==> config.mk <==
export PLATFORM = sky130hd
export DESIGN_NAME = framebuffer_ctrl
export DESIGN_NICKNAME = d
export VERILOG_FILES = /design/src/rtl/framebuffer_ctrl.sv
export SDC_FILE = /design/constraint.sdc
export NUM_CORES = 1
export LEC_CHECK = 0
export CAP_MARGIN = 15
export CORE_MARGIN = 10
export CORE_UTILIZATION = 45
export DETAILED_ROUTE_END_ITERATION = 10
export DONT_BUFFER_PORTS = 1
export PLACE_DENSITY = 0.62
export SKIP_CTS_REPAIR_TIMING = 1
export SLEW_MARGIN = 20
export SYNTH_ARGS = -nofsm -noshare
export SYNTH_HDL_FRONTEND = slang
export SYNTH_SLANG_ARGS = --single-unit
==> constraint.sdc <==
create_clock -name Clk -period 3 [get_ports Clk]
set_input_delay 0 -clock Clk [delete_from_list [all_inputs] [get_ports Clk]]
set_output_delay 0 -clock Clk [all_outputs]
set_load 0.01 [all_outputs]
==> src/rtl/framebuffer_ctrl.sv <==
// Double-buffered framebuffer controller sharing one single-port memory between drawing writes
// and VGA scanout reads. Optional macro FB_DROP_CNT_EN adds the drop_cnt output.
module framebuffer_ctrl #(
    parameter int X_MIN  = 80,
    parameter int WIDTH  = 160,
    parameter int HEIGHT = 240
) (
    input  logic        Clk,
    input  logic        Reset,
    input  logic [9:0]  draw_x,
    input  logic [9:0]  draw_y,
    input  logic [7:0]  draw_color,
    input  logic        draw_done,
    output logic        wr_en,
    output logic        buffer_using,
    input  logic        pix_en,
    input  logic [9:0]  vga_x,
    input  logic [9:0]  vga_y,
    input  logic        vs,
    output logic [7:0]  vga_color,
`ifdef FB_DROP_CNT_EN
    output logic [15:0] drop_cnt,
`endif
    output logic [16:0] mem_addr,
    output logic [7:0]  mem_wdata,
    output logic        mem_we,
    input  logic [7:0]  mem_rdata
);

    localparam logic [10:0] X_LO     = 11'(X_MIN);
    localparam logic [10:0] X_HI     = 11'(X_MIN + WIDTH - 1);
    localparam logic [10:0] Y_HI     = 11'(HEIGHT - 1);
    localparam logic [16:0] BUF_SIZE = 17'(WIDTH * HEIGHT);

    typedef enum logic {IDLE, PENDING} swap_state_t;

    swap_state_t state, state_next;
    logic        buffer_next;
    logic [1:0]  vs_hist;
    logic        vs_fall;
    logic        swap_pending;
    logic        rd_valid;
    logic        rd_in_region;
    logic [16:0] addr_q;
    logic        draw_in_region;
    logic        scan_in_region;
    logic        scan_rd;

    function automatic logic in_region(input logic [9:0] x, input logic [9:0] y);
        return ({1'b0, x} >= X_LO) && ({1'b0, x} <= X_HI) && ({1'b0, y} <= Y_HI);
    endfunction

    function automatic logic [16:0] pixel_addr(input logic b, input logic [9:0] x,
                                               input logic [9:0] y);
        logic [16:0] base;
        base = b ? BUF_SIZE : 17'd0;
        return base + 17'(y) * 17'(WIDTH) + (17'(x) - 17'(X_MIN));
    endfunction

    assign vs_fall        = (vs_hist == 2'b10);
    assign swap_pending   = (state == PENDING);
    assign draw_in_region = in_region(draw_x, draw_y);
    assign scan_in_region = in_region(vga_x, vga_y);

    // Scanout owns the memory port whenever pix_en is high; a pending swap freezes drawing.
    assign scan_rd   = !Reset && pix_en && scan_in_region;
    assign wr_en     = !Reset && !pix_en && !swap_pending;
    assign mem_we    = wr_en && draw_in_region;
    assign mem_wdata = draw_color;

    always_comb begin
        mem_addr = addr_q;
        if (scan_rd)
            mem_addr = pixel_addr(buffer_using, vga_x, vga_y);
        else if (mem_we)
            mem_addr = pixel_addr(!buffer_using, draw_x, draw_y);
    end

    // A draw_done coinciding with a vs falling edge swaps immediately instead of waiting a frame.
    always_comb begin
        state_next  = state;
        buffer_next = buffer_using;
        case (state)
            IDLE: begin
                if (draw_done) begin
                    if (vs_fall)
                        buffer_next = !buffer_using;
                    else
                        state_next = PENDING;
                end
            end
            PENDING: begin
                if (vs_fall) begin
                    buffer_next = !buffer_using;
                    state_next  = IDLE;
                end
            end
            default: state_next = IDLE;
        endcase
    end

    always_ff @(posedge Clk) begin
        if (Reset) begin
            state        <= IDLE;
            buffer_using <= 1'b0;
            vs_hist      <= 2'b11;
            rd_valid     <= 1'b0;
            rd_in_region <= 1'b0;
            vga_color    <= 8'h00;
            addr_q       <= 17'd0;
        end else begin
            state        <= state_next;
            buffer_using <= buffer_next;
            vs_hist      <= {vs_hist[0], vs};
            rd_valid     <= pix_en;
            rd_in_region <= scan_in_region;
            addr_q       <= mem_addr;
            // Off-region scanout pixels still produce a result, forced to black.
            if (rd_valid)
                vga_color <= rd_in_region ? mem_rdata : 8'h00;
        end
    end

`ifdef FB_DROP_CNT_EN
    always_ff @(posedge Clk) begin
        if (Reset)
            drop_cnt <= 16'h0000;
        else if (wr_en && !draw_in_region && drop_cnt != 16'hFFFF)
            drop_cnt <= drop_cnt + 16'd1;
    end
`endif

endmodule

==> impl_metrics.csv <==
group,metric,value,unit
run_status,status,"finished, violations left",
run_status,violations,"negative hold slack, negative setup slack",
logic_synthesis,post-synth-top-area-cell,"ha_1",
drt,vias,3065,
logic_synthesis,synth-seq-area-share,16.4,%
floorplan,start_util,46.2,%
floorplan,fp-row-count,33,
power_and_ir_drop,ir_worst_vdd,0.000212,V
power_and_ir_drop,seq_power_share,20.2,%
drt,routed_via_density,5.29,
setup_path,critPathRequiredTime,3.00,ns
logic_synthesis,async_reset_ff_share,0,%
cells_and_area,n_fill_cell,723,
logic_synthesis,synth_top_cell_area_share,24.4,%
power_and_ir_drop,p_switching,0.000795,W
setup_path,path_cells,"ha_4 -> buf_6 -> fa_2 -> a21oi_2 -> o21bai_1 -> xnor2_1 -> fa_1 -> inv_2 -> ha_4 -> o21a_1 -> nor2_2 -> a21oi_2 -> a31oi_2 -> xnor2_1 -> a211oi_2 -> a21oi_1 -> buf_4",
place,portBuffers,0,
logic_synthesis,synth_common_cells,"74 x ha_1, 31 x dfxtp_1, 31 x xnor2_1, 28 x a21oi_1, 27 x inv_1",
job,drv_cap,0,
power_and_ir_drop,p_int,0.00131,W
sta,hold_ws,-0.00172,ns
power_and_ir_drop,powerDensity,447,nW/um^2
floorplan,core_area,8220,um^2
logic_synthesis,syn_nets,575,
sta,rsz0062_at_grt,"yes",
sta,drv_slew,0,
clock_tree,htreeDepth,2,
drt,detail-route-antenna-nets,0,
logic_synthesis,syn_area,3790,um^2
clock_tree,cts_tree,"built",
clock_tree,cts.sinks,31,
logic_synthesis,yosysMostFrequentCell,"ha_1",
global_route,grt_antenna_before_repair,0,
sta,fin_crit_sh,102,%
cells_and_area,drive_above_1_share,23.4,%
sta,finalSetupTns,-0.0663,ns
place,dp_hpwl,7.48,mm
floorplan,fp.dieW,112,um
sta,worst_pin_slew,0.980,ns
global_route,grt_pass1_vias,3079,
clock_tree,cts_buffers,5,
setup_path,start_kind,"input port",
clock_tree,clock_latency,0.28,ns
sta,finalSetupViolCount,1,
global_route,grt.overflow.total,0,
cells_and_area,multi_input_area,3290,um^2
sta,fmax,0.326,GHz
clock_tree,clkTransAtPathRegs,0.07,ns
drt,wirelength,9.05,mm
logic_synthesis,synth_ff_type,"dfxtp_1",
drt,avgRoutedWirePerCell,15.6,um
global_route,grt_max_degree,33,
floorplan,die_h,112,um
sta,finalHoldViolations,1,
cells_and_area,seqCellArea,621,um^2
place,gp_congestion,0.791,
setup_path,path_buf_inv,3,
setup_path,crit_arrival,3.07,ns
cells_and_area,diodes,0,
drt,drcViolationCount,0,
power_and_ir_drop,pwr-share-clk,15.9,%
floorplan,die_area,12500,um^2
worst_hold_path,hp-class,"input port to flop",
setup_path,path_class,"input port to primary output",
setup_path,worstSetupEndpointType,"primary output",
sta,fin_skew,0.00519,ns
power_and_ir_drop,share_comb_of_total_power,63.9,%
clock_tree,clock-root-buffer,"clkbuf_8",
logic_synthesis,synth.avg_cell_area,8.86,um^2
setup_path,crit_fanout,2,
cells_and_area,stdcell_area,4700,um^2
logic_synthesis,synth_seq_cells,31,
drt,drtIter0Drc,122,
sta,slew_headroom,34.4,%
sta,period_needed,3.07,ns
cells_and_area,utilization,57.1,%
power_and_ir_drop,leakage,2.07,nW
cells_and_area,nets,621,
logic_synthesis,synth_area_leaders,"ha_1 24%, dfxtp_1 16%, xnor2_1 7.2%",
global_route,grt_pass1_wl,14.5,mm
setup_path,crit_family,"adder cells",
drt,dr.pass1.iters,4,
setup_path,max_stage_delay,0.46,ns
logic_synthesis,synth_edf_count,0,
logic_synthesis,netlist_instances,428,
cells_and_area,syn2layout_area_growth,23.8,%
setup_path,cp_slowest_cell,"fa_1",
logic_synthesis,yosysUniqueCellTypes,54,
sta,setup_ws,-0.0663,ns
global_route,track_usage,13.4,%
power_and_ir_drop,swShare,37.8,%
clock_tree,cts.path.max_buffers,2,
floorplan,ioPinCount,97,
logic_synthesis,yosys_warnings,0,
place,place_area,4240,um^2
[power by group through the flow]
stage | sequential, W | combinational, W | clock, W
after floorplan | 0.000436 | 0.000868 | 0
after global placement | 0.000433 | 0.00115 | 0
after detailed placement | 0.000434 | 0.00117 | 0
after CTS | 0.000424 | 0.00119 | 0.000341
after global routing | 0.000425 | 0.00152 | 0.000358
final | 0.000424 | 0.00134 | 0.000333
[worst min-delay path, delay by kind of cell]
family | cells | cell delay, ns
simple gates | 2 | 0.16
compound gates | 1 | 0.09
[path summary, 6_finish.rpt]
kind	end	cells past startpoint	from	slack [ns]
hold reg to reg	vs_hist[1]	1	vs_hist[0]	0.45
setup reg to reg	addr_q[14]	12	buffer_using	0.28
hold / removal	addr_q[2]	3	vga_x[2]	-0.002
setup / recovery	mem_addr[16]	17	draw_y[2]	-0.07
[area by class of cell]
type                       count  area share [%]
multi-input combinational    353            70.0
sequential                    31            13.2
timing repair buffer          56            9.97
tap                          105            2.80
inverter                      27            2.16
clock buffer                   6            1.76
clock inverter                 1           0.107
[per-layer routing]
metal  part of all wire [%]  vias to the layer above  wire (um)  GRT usage (%)
met4                   0.78                        0         71           3.68
met5                      0                        -          0              0
met3                    5.9                        6        532           3.11
li1                       -                     1584          -              -
met1                     41                     1411       3710           15.0
met2                     52                       64       4730           24.6
[per-stage QoR]
stage | total power, W | instances | setup WS (ns)
5_1_grt | 0.00230 | 579 | -0.298
6_report | 0.00210 | 579 | -0.0663
2_1_floorplan | 0.00130 | 428 | 0.0104
3_3_place_gp | 0.00158 | 557 | -0.150
3_5_place_dp | 0.00161 | 557 | -0.204
4_1_cts | 0.00195 | 564 | -0.203
[placed cells by master, fill, tap and decap left out, drive strengths merged, types with 6 or more instances in the layout]
master / instances
nand2: 23
mux2i: 12
a21oi: 30
fa: 12
and2b: 11
buf: 43
ha: 74
clkbuf: 6
nand3: 7
xnor2: 31
dlygate4sd3: 13
nor3: 7
dfxtp: 31
nor2b: 24
o21ai: 23
nor2: 26
xor2: 14
inv: 27
[sequential cells by signal, indices dropped and copies added, names as in the netlist]
| register | cells |
|---|---|
| vga_color | 8 |
| buffer_using | 1 |
| state | 1 |
| rd_in_region | 1 |
| rd_valid | 1 |
| vs_hist | 2 |
| addr_q | 17 |
[cell families after synthesis]
family / Yosys count / synth area share (%)
and+or+nand+nor: 119 / 17.4
AOI/OAI and AO/OA: 91 / 16.1
adders and majority gates: 86 / 30.7
xor gates and xnor gates: 45 / 10.4
buffers and inverters: 44 / 5.87
DFF: 31 / 16.4
muxes: 12 / 3.17
No activity file was read; power rests on OpenSTA's default activity.
